==> src/rtl/sum_pkt_pkg.sv <==
// Shared constants for the accumulator -> byte-packer link.
// Also used by the accumulator-side bench.
package sum_pkt_pkg;

  localparam int unsigned SUM_W           = 10;
  localparam int unsigned BYTE_W          = 8;
  localparam int unsigned SUMS_PER_FRAME  = 4;
  localparam int unsigned BYTES_PER_FRAME = SUM_W * SUMS_PER_FRAME / BYTE_W;

  // Counter width for an index ranging over 0..n-1; at least 1 bit.
  function automatic int unsigned idx_width(input int unsigned n);
    return (n > 1) ? $clog2(n) : 1;
  endfunction

endpackage

==> src/rtl/sum_frame_filler.sv <==
// Fill side of the packer: collects GROUP sums into one frame and holds it
// (fill_full) until the drain side takes it.
module sum_frame_filler
  import sum_pkt_pkg::*;
#(
  parameter int unsigned IN_W  = SUM_W,
  parameter int unsigned GROUP = SUMS_PER_FRAME
) (
  input  logic                  clk,
  input  logic                  rst_n,
  input  logic [IN_W-1:0]       s_data,
  input  logic                  s_valid,
  output logic                  s_ready,
  input  logic                  xfer,
  output logic                  fill_cmplt,
  output logic [IN_W*GROUP-1:0] fill_frame
);

  localparam int unsigned IdxW = idx_width(GROUP);
  localparam logic [IdxW-1:0] LastIdx = IdxW'(GROUP - 1);

  logic [IdxW-1:0]       word_idx_q, word_idx_d;
  logic [IN_W*GROUP-1:0] fill_buf_q;
  logic                  fill_full_q, fill_full_d;
  logic                  accept;
  logic                  last_word;

  assign s_ready    = ~fill_full_q;
  assign accept     = s_valid & s_ready;
  assign last_word  = (word_idx_q == LastIdx);
  assign fill_cmplt = fill_full_q | (accept & last_word);

  // Frame as it will look after this edge, so a transfer can include the word
  // being written in the same cycle.
  always_comb begin
    fill_frame = fill_buf_q;
    if (accept) begin
      fill_frame[word_idx_q*IN_W +: IN_W] = s_data;
    end
  end

  always_comb begin
    word_idx_d = word_idx_q;
    if (accept) begin
      word_idx_d = last_word ? '0 : word_idx_q + 1'b1;
    end
  end

  always_comb begin
    fill_full_d = fill_full_q;
    if (xfer) begin
      fill_full_d = 1'b0;
    end else if (fill_cmplt) begin
      fill_full_d = 1'b1;
    end
  end

  always_ff @(posedge clk or negedge rst_n) begin
    if (!rst_n) begin
      word_idx_q  <= '0;
      fill_buf_q  <= '0;
      fill_full_q <= 1'b0;
    end else begin
      word_idx_q  <= word_idx_d;
      fill_buf_q  <= fill_frame;
      fill_full_q <= fill_full_d;
    end
  end

endmodule

==> src/rtl/sum_byte_packer.sv <==
// Packs GROUP IN_W-bit sums into a little-endian frame and streams it out as
// OUT_W-bit bytes; ping-pong fill/drain buffers overlap collection and output.
module sum_byte_packer
  import sum_pkt_pkg::*;
#(
  parameter int unsigned IN_W  = SUM_W,
  parameter int unsigned OUT_W = BYTE_W,
  parameter int unsigned GROUP = SUMS_PER_FRAME
) (
  input  logic             clk,
  input  logic             rst_n,
  input  logic [IN_W-1:0]  s_data,
  input  logic             s_valid,
  output logic             s_ready,
  output logic [OUT_W-1:0] m_data,
  output logic             m_valid,
  output logic             m_last,
  input  logic             m_ready,
  output logic             frame_done
);

  localparam int unsigned FrameW = IN_W * GROUP;
  localparam int unsigned NBYTES = FrameW / OUT_W;
  localparam int unsigned ByteIdxW = idx_width(NBYTES);
  localparam logic [ByteIdxW-1:0] LastByte = ByteIdxW'(NBYTES - 1);

  if ((FrameW % OUT_W) != 0) begin : g_bad_width
    $error("sum_byte_packer: IN_W*GROUP must be a multiple of OUT_W");
  end

  logic [FrameW-1:0]   fill_frame;
  logic                fill_cmplt;
  logic                xfer;
  logic [FrameW-1:0]   drain_buf_q, drain_buf_d;
  logic                drain_full_q, drain_full_d;
  logic [ByteIdxW-1:0] byte_idx_q, byte_idx_d;
  logic                byte_accept;
  logic                last_byte;
  logic                last_accept;

  sum_frame_filler #(
    .IN_W  (IN_W),
    .GROUP (GROUP)
  ) u_filler (
    .clk        (clk),
    .rst_n      (rst_n),
    .s_data     (s_data),
    .s_valid    (s_valid),
    .s_ready    (s_ready),
    .xfer       (xfer),
    .fill_cmplt (fill_cmplt),
    .fill_frame (fill_frame)
  );

  assign byte_accept = drain_full_q & m_ready;
  assign last_byte   = (byte_idx_q == LastByte);
  assign last_accept = byte_accept & last_byte;
  // Drain buffer is free now or frees up on this edge.
  assign xfer        = fill_cmplt & (~drain_full_q | last_accept);

  assign m_valid    = drain_full_q;
  assign m_data     = drain_buf_q[byte_idx_q*OUT_W +: OUT_W];
  assign m_last     = drain_full_q & last_byte;
  assign frame_done = last_accept;

  always_comb begin
    drain_buf_d  = drain_buf_q;
    drain_full_d = drain_full_q;
    byte_idx_d   = byte_idx_q;
    if (byte_accept) begin
      byte_idx_d = last_byte ? '0 : byte_idx_q + 1'b1;
    end
    if (xfer) begin
      drain_buf_d  = fill_frame;
      drain_full_d = 1'b1;
    end else if (last_accept) begin
      drain_full_d = 1'b0;
    end
  end

  always_ff @(posedge clk or negedge rst_n) begin
    if (!rst_n) begin
      drain_buf_q  <= '0;
      drain_full_q <= 1'b0;
      byte_idx_q   <= '0;
    end else begin
      drain_buf_q  <= drain_buf_d;
      drain_full_q <= drain_full_d;
      byte_idx_q   <= byte_idx_d;
    end
  end

endmodule

==> config.mk <==
export PLATFORM = sky130hd
export DESIGN_NAME = sum_byte_packer
export DESIGN_NICKNAME = d
export VERILOG_FILES = /design/src/rtl/sum_pkt_pkg.sv /design/src/rtl/sum_frame_filler.sv /design/src/rtl/sum_byte_packer.sv
export SDC_FILE = /design/constraint.sdc
export NUM_CORES = 1
export LEC_CHECK = 0
export CAP_MARGIN = 20
export CORE_MARGIN = 2
export CORE_UTILIZATION = 30
export CTS_CLUSTER_SIZE = 30
export DETAILED_ROUTE_END_ITERATION = 7
export MAX_ROUTING_LAYER = met4
export PLACE_DENSITY = 0.43
export SKIP_LAST_GASP = 1
export SYNTH_ARGS = -nofsm -noshare
export SYNTH_HDL_FRONTEND = slang
export SYNTH_SLANG_ARGS = --single-unit
export TNS_END_PERCENT = 1
==> constraint.sdc <==
create_clock -name clk -period 3.8 [get_ports clk]
set_input_delay 0.38 -clock clk [delete_from_list [all_inputs] [get_ports clk]]
set_output_delay 0.38 -clock clk [all_outputs]
set_load 0.02 [all_outputs]
==> implementation parameters <==
Parameter                              Value

Routing
  Vias    3,071
  Number of detailed-routing iterations run before antenna repair    4
  Final WL    11,600 um
  Vias per cell    5.12
  Drt drc    0
  Routed wirelength normalized by instance count    19.3 um
  Initial drt markers    195
  DRT antenna net count    0

Global route
  Global router's overall resource usage    17.1%
  Largest net degree at the start of global routing    40
  Number of antenna violations at the first check in global routing    0
  Sum of overflow across all layers after global routing    0
  Vias in the first global route    3,204
  Wire length of the first global-routing pass    18,400 um

Setup path
  Critical path fanouts, max    12
  Arrival time reported for the critical path endpoint    2.59 ns
  Register-to-Register Path Depth    7
  Critical register-to-register path startpoint    u_filler.word_idx_q[0]$_DFFE_PN0P_
  CP Class    reg -> out
  Required time at the endpoint of the critical path    3.42 ns
  Worst-case register-to-register setup slack    1.08 ns
  Capturing element type of the critical path    primary output
  Type of origin of the critical path    flop
  Capturing point of the worst reg2reg path    drain_buf_q[0]$_DFFE_PN0P_
  CP endpoint    m_data[6]
  Startpoint of the most critical setup path    byte_idx_q[0]$_DFFE_PN0P_

Worst hold path
  Class of the worst hold path    in -> async

Timing
  Setup skew after layout    0.00752 ns
  Post-route setup slack    0.832 ns
  RSZ-0062 raised after global routing    no
  Maximum clock frequency    337 MHz
  Final-report max-slew violation count    0
  Fin crit share    78.1%
  Total count of hold-check failures in the final report    0
  Worst rel slew slack    43.5%
  Slew at the pin with the worst max-slew slack    0.846 ns
  Endpoints failing setup    0
  Setup TNS    0 ns
  Post-layout min period    2.97 ns

Clocking
  Maximum clock insertion buffer count    2
  Clock tree from TritonCTS    done
  Depth of the CTS H-tree    3
  CTS resizes    0
  Latest clock arrival within the worst-skew pair    0.35 ns
  Cell at the root of the clock tree    clkbuf_16
  Buffers inserted during post-CTS setup optimization    0
  Number of sinks handled by clock tree synthesis    87
  Clock Pin Slew Worst Setup and Hold Paths    0.06 ns
  Number of clock buffers inserted by TritonCTS    9

Final layout
  Fraction of final layout cells with drive strength greater than 1    18.8%
  Number of antenna cells inserted    0
  Fin nets    439
  Synth-to-layout area growth    15.9%

Yosys
  Share of synthesized flip-flops with an asynchronous set or reset    100%
  Number of library cell types mapped by synthesis    44
  Leading cell types by total area after synthesis    dfrtp_1, mux2_2, mux4_2, nand2_1, o21ai_0
  Register bit total from synthesis    87
  Mean instance size in the synthesized netlist    11.0 sq um
  Register area share after synthesis    50.3%
  Yosys top cell area share    50.3%
  Synth area leader    dfrtp_1
  Most frequently used flop master after synthesis    dfrtp_1
  Netlist area before placement    4330 sq um
  Number of instances in the synthesized netlist    394
  Count of flip-flops with a built-in enable after synthesis    0
  Syn nets    416
  YS warnings    0

Floorplan
  Row cnt    43
  Die outline width    124 um
  Starting Density    30.9%
  I/O Pins    26
  Die H    124 um
  Die ar.    15,400 sq um
  Std-Cell Core Area    14,000 sq um

Place
  Routability congestion estimate from global placement    0.847
  Total half-perimeter wirelength after legalization and detailed placement    8060 um
  Buffers added on ports    25
  Pre-CTS setup slack    1.09 ns

Power
  Leakage component of the power    2.25 nW
  Power per Cell Area    841 nW/um^2
  Peak supply drop    0.267 mV

Job
  Count of max-cap constraint violations    0

Outcome
  Result of the run    finished clean
[final cells by class]
type / count / area [sq um]
Fill cell: 1450 / 8970
Sequential cell: 87 / 2180
Multi-Input combinational cell: 271 / 1980
Timing Repair Buffer: 33 / 310
Clock buffer: 13 / 260
Tap cell: 180 / 225
Inverter: 15 / 56.3
Clock inverter: 1 / 5.00
[layer usage]
layer / up-vias / global-route usage [%] / routed length, um / share of wire (%)
met1: 1559 / 22.0 / 5450 / 47
met3: 15 / 2.61 / 280 / 2.4
met5: - / - / 0 / 0
li1: 1457 / - / - / -
met2: 40 / 26.5 / 5530 / 48
met4: 0 / 8.01 / 293 / 2.5
[timing repair]
action | 4_1_cts | 5_1_grt
endpoints found under the setup margin | 0 | 0
hold endpoints to repair | 10 | 0
hold buffers | 1 | 0
[cells by family (layout without fill, tap and decap cells)]
family	Yosys count	count (layout)	share of synthesized area, %
buf+inv	36	62	3.87
simple gates	131	131	14.3
mux	51	51	16.0
fa+ha+maj	8	8	2.31
compound gates	81	81	13.2
flops	87	87	50.3
[synthesized netlist by cell type (all sizes together) (2+ instances only)]
cell type and count:
a221oi 2, clkbuf 8, nand3b 4, nor2b 3, mux2 31, buf 13, mux2i 10, dfrtp 87
o21ai 32, o32ai 2, nand3 7, nor4 2, a22oi 3, and4b 2, nor3 7, nand2b 6
nand2 57, inv 15, and3 4, a21oi 6, or2 2, ha 8, o221ai 2, o31ai 3
a31oi 13, nand4 2, nor2 30, o22ai 6, a22o 12, mux4 10
[per-stage QoR]
| stage | hold WS (ns) | area, sq um | cells | util, % | total power [mW] |
|---|---|---|---|---|---|
| 2_1_floorplan | 0.0844 | 4330 | 394 | - | 2.87 |
| 3_3_place_gp | 0.225 | 4740 | 585 | 33.9 | 3.42 |
| 3_5_place_dp | 0.227 | 4740 | 585 | 33.9 | 3.44 |
| 4_1_cts | 0.393 | 5020 | 600 | 35.9 | 4.28 |
| 5_1_grt | 0.419 | 5020 | 600 | 35.9 | 4.53 |
| 6_report | 0.402 | 5020 | 600 | 35.9 | 4.22 |
[worst max-delay path: stages (launching register included)]
cell and delay [ns]:
dfrtp_1 0.88, mux4_2 0.60, inv_1 0.07, o21ai_0 0.10, clkdlybuf4s50_1 0.58
[state kept, by name, summed over array words and instances, names as in the netlist]
| name | flops |
|---|---|
| u_filler.word_idx_q | 2 |
| drain_buf_q | 40 |
| u_filler.fill_buf_q | 40 |
| u_filler.fill_full_q | 1 |
| m_valid | 1 |
| byte_idx_q | 3 |
[worst min path at each step]
stage	slack (ns)	cells after the start	from	to
6_report	0.40	2	rst_n	u_filler.fill_buf_q[33]$_DFF_PN0_
5_1_grt	0.42	2	rst_n	drain_buf_q[33]$_DFFE_PN0P_
4_1_cts	0.39	2	rst_n	u_filler.fill_buf_q[33]$_DFF_PN0_
3_5_place_dp	0.23	1	rst_n	drain_buf_q[16]$_DFFE_PN0P_
3_3_place_gp	0.23	1	rst_n	u_filler.fill_buf_q[16]$_DFF_PN0_
2_1_floorplan	0.08	0	rst_n	byte_idx_q[0]$_DFFE_PN0P_
[power breakdown]
part           switching [mW]  leakage (nW)  internal [mW]
combinational            1.06         0.974          0.827
sequential              0.246          1.14           1.27
clock                   0.349         0.132          0.471
[cells in the final DEF (no fill, tap or decap), types with 2 or more instances in the layout]
master and n:
mux4_2 10, a22oi_1 3, buf_4 8, clkbuf_8 2, and3_1 4, dfrtp_1 87, nor3_1 6, inv_1 15
a221oi_2 2, nor4_1 2, clkbuf_16 9, nor2b_1 3, or2_2 2, nand3b_1 3, clkdlybuf4s50_1 24, nor2_1 30
o21ai_2 6, o32ai_1 2, o31ai_1 3, clkbuf_1 2, a22o_1 12, ha_1 8, nand4_1 2, nand3_1 7
mux2i_1 9, and4b_1 2, nand2_1 57, o221ai_2 2, a21oi_1 5, mux2_4 4, o22ai_1 6, a31oi_1 13
o21ai_0 26, mux2_2 27, nand2b_1 6
(Power assumes the default switching activity.)
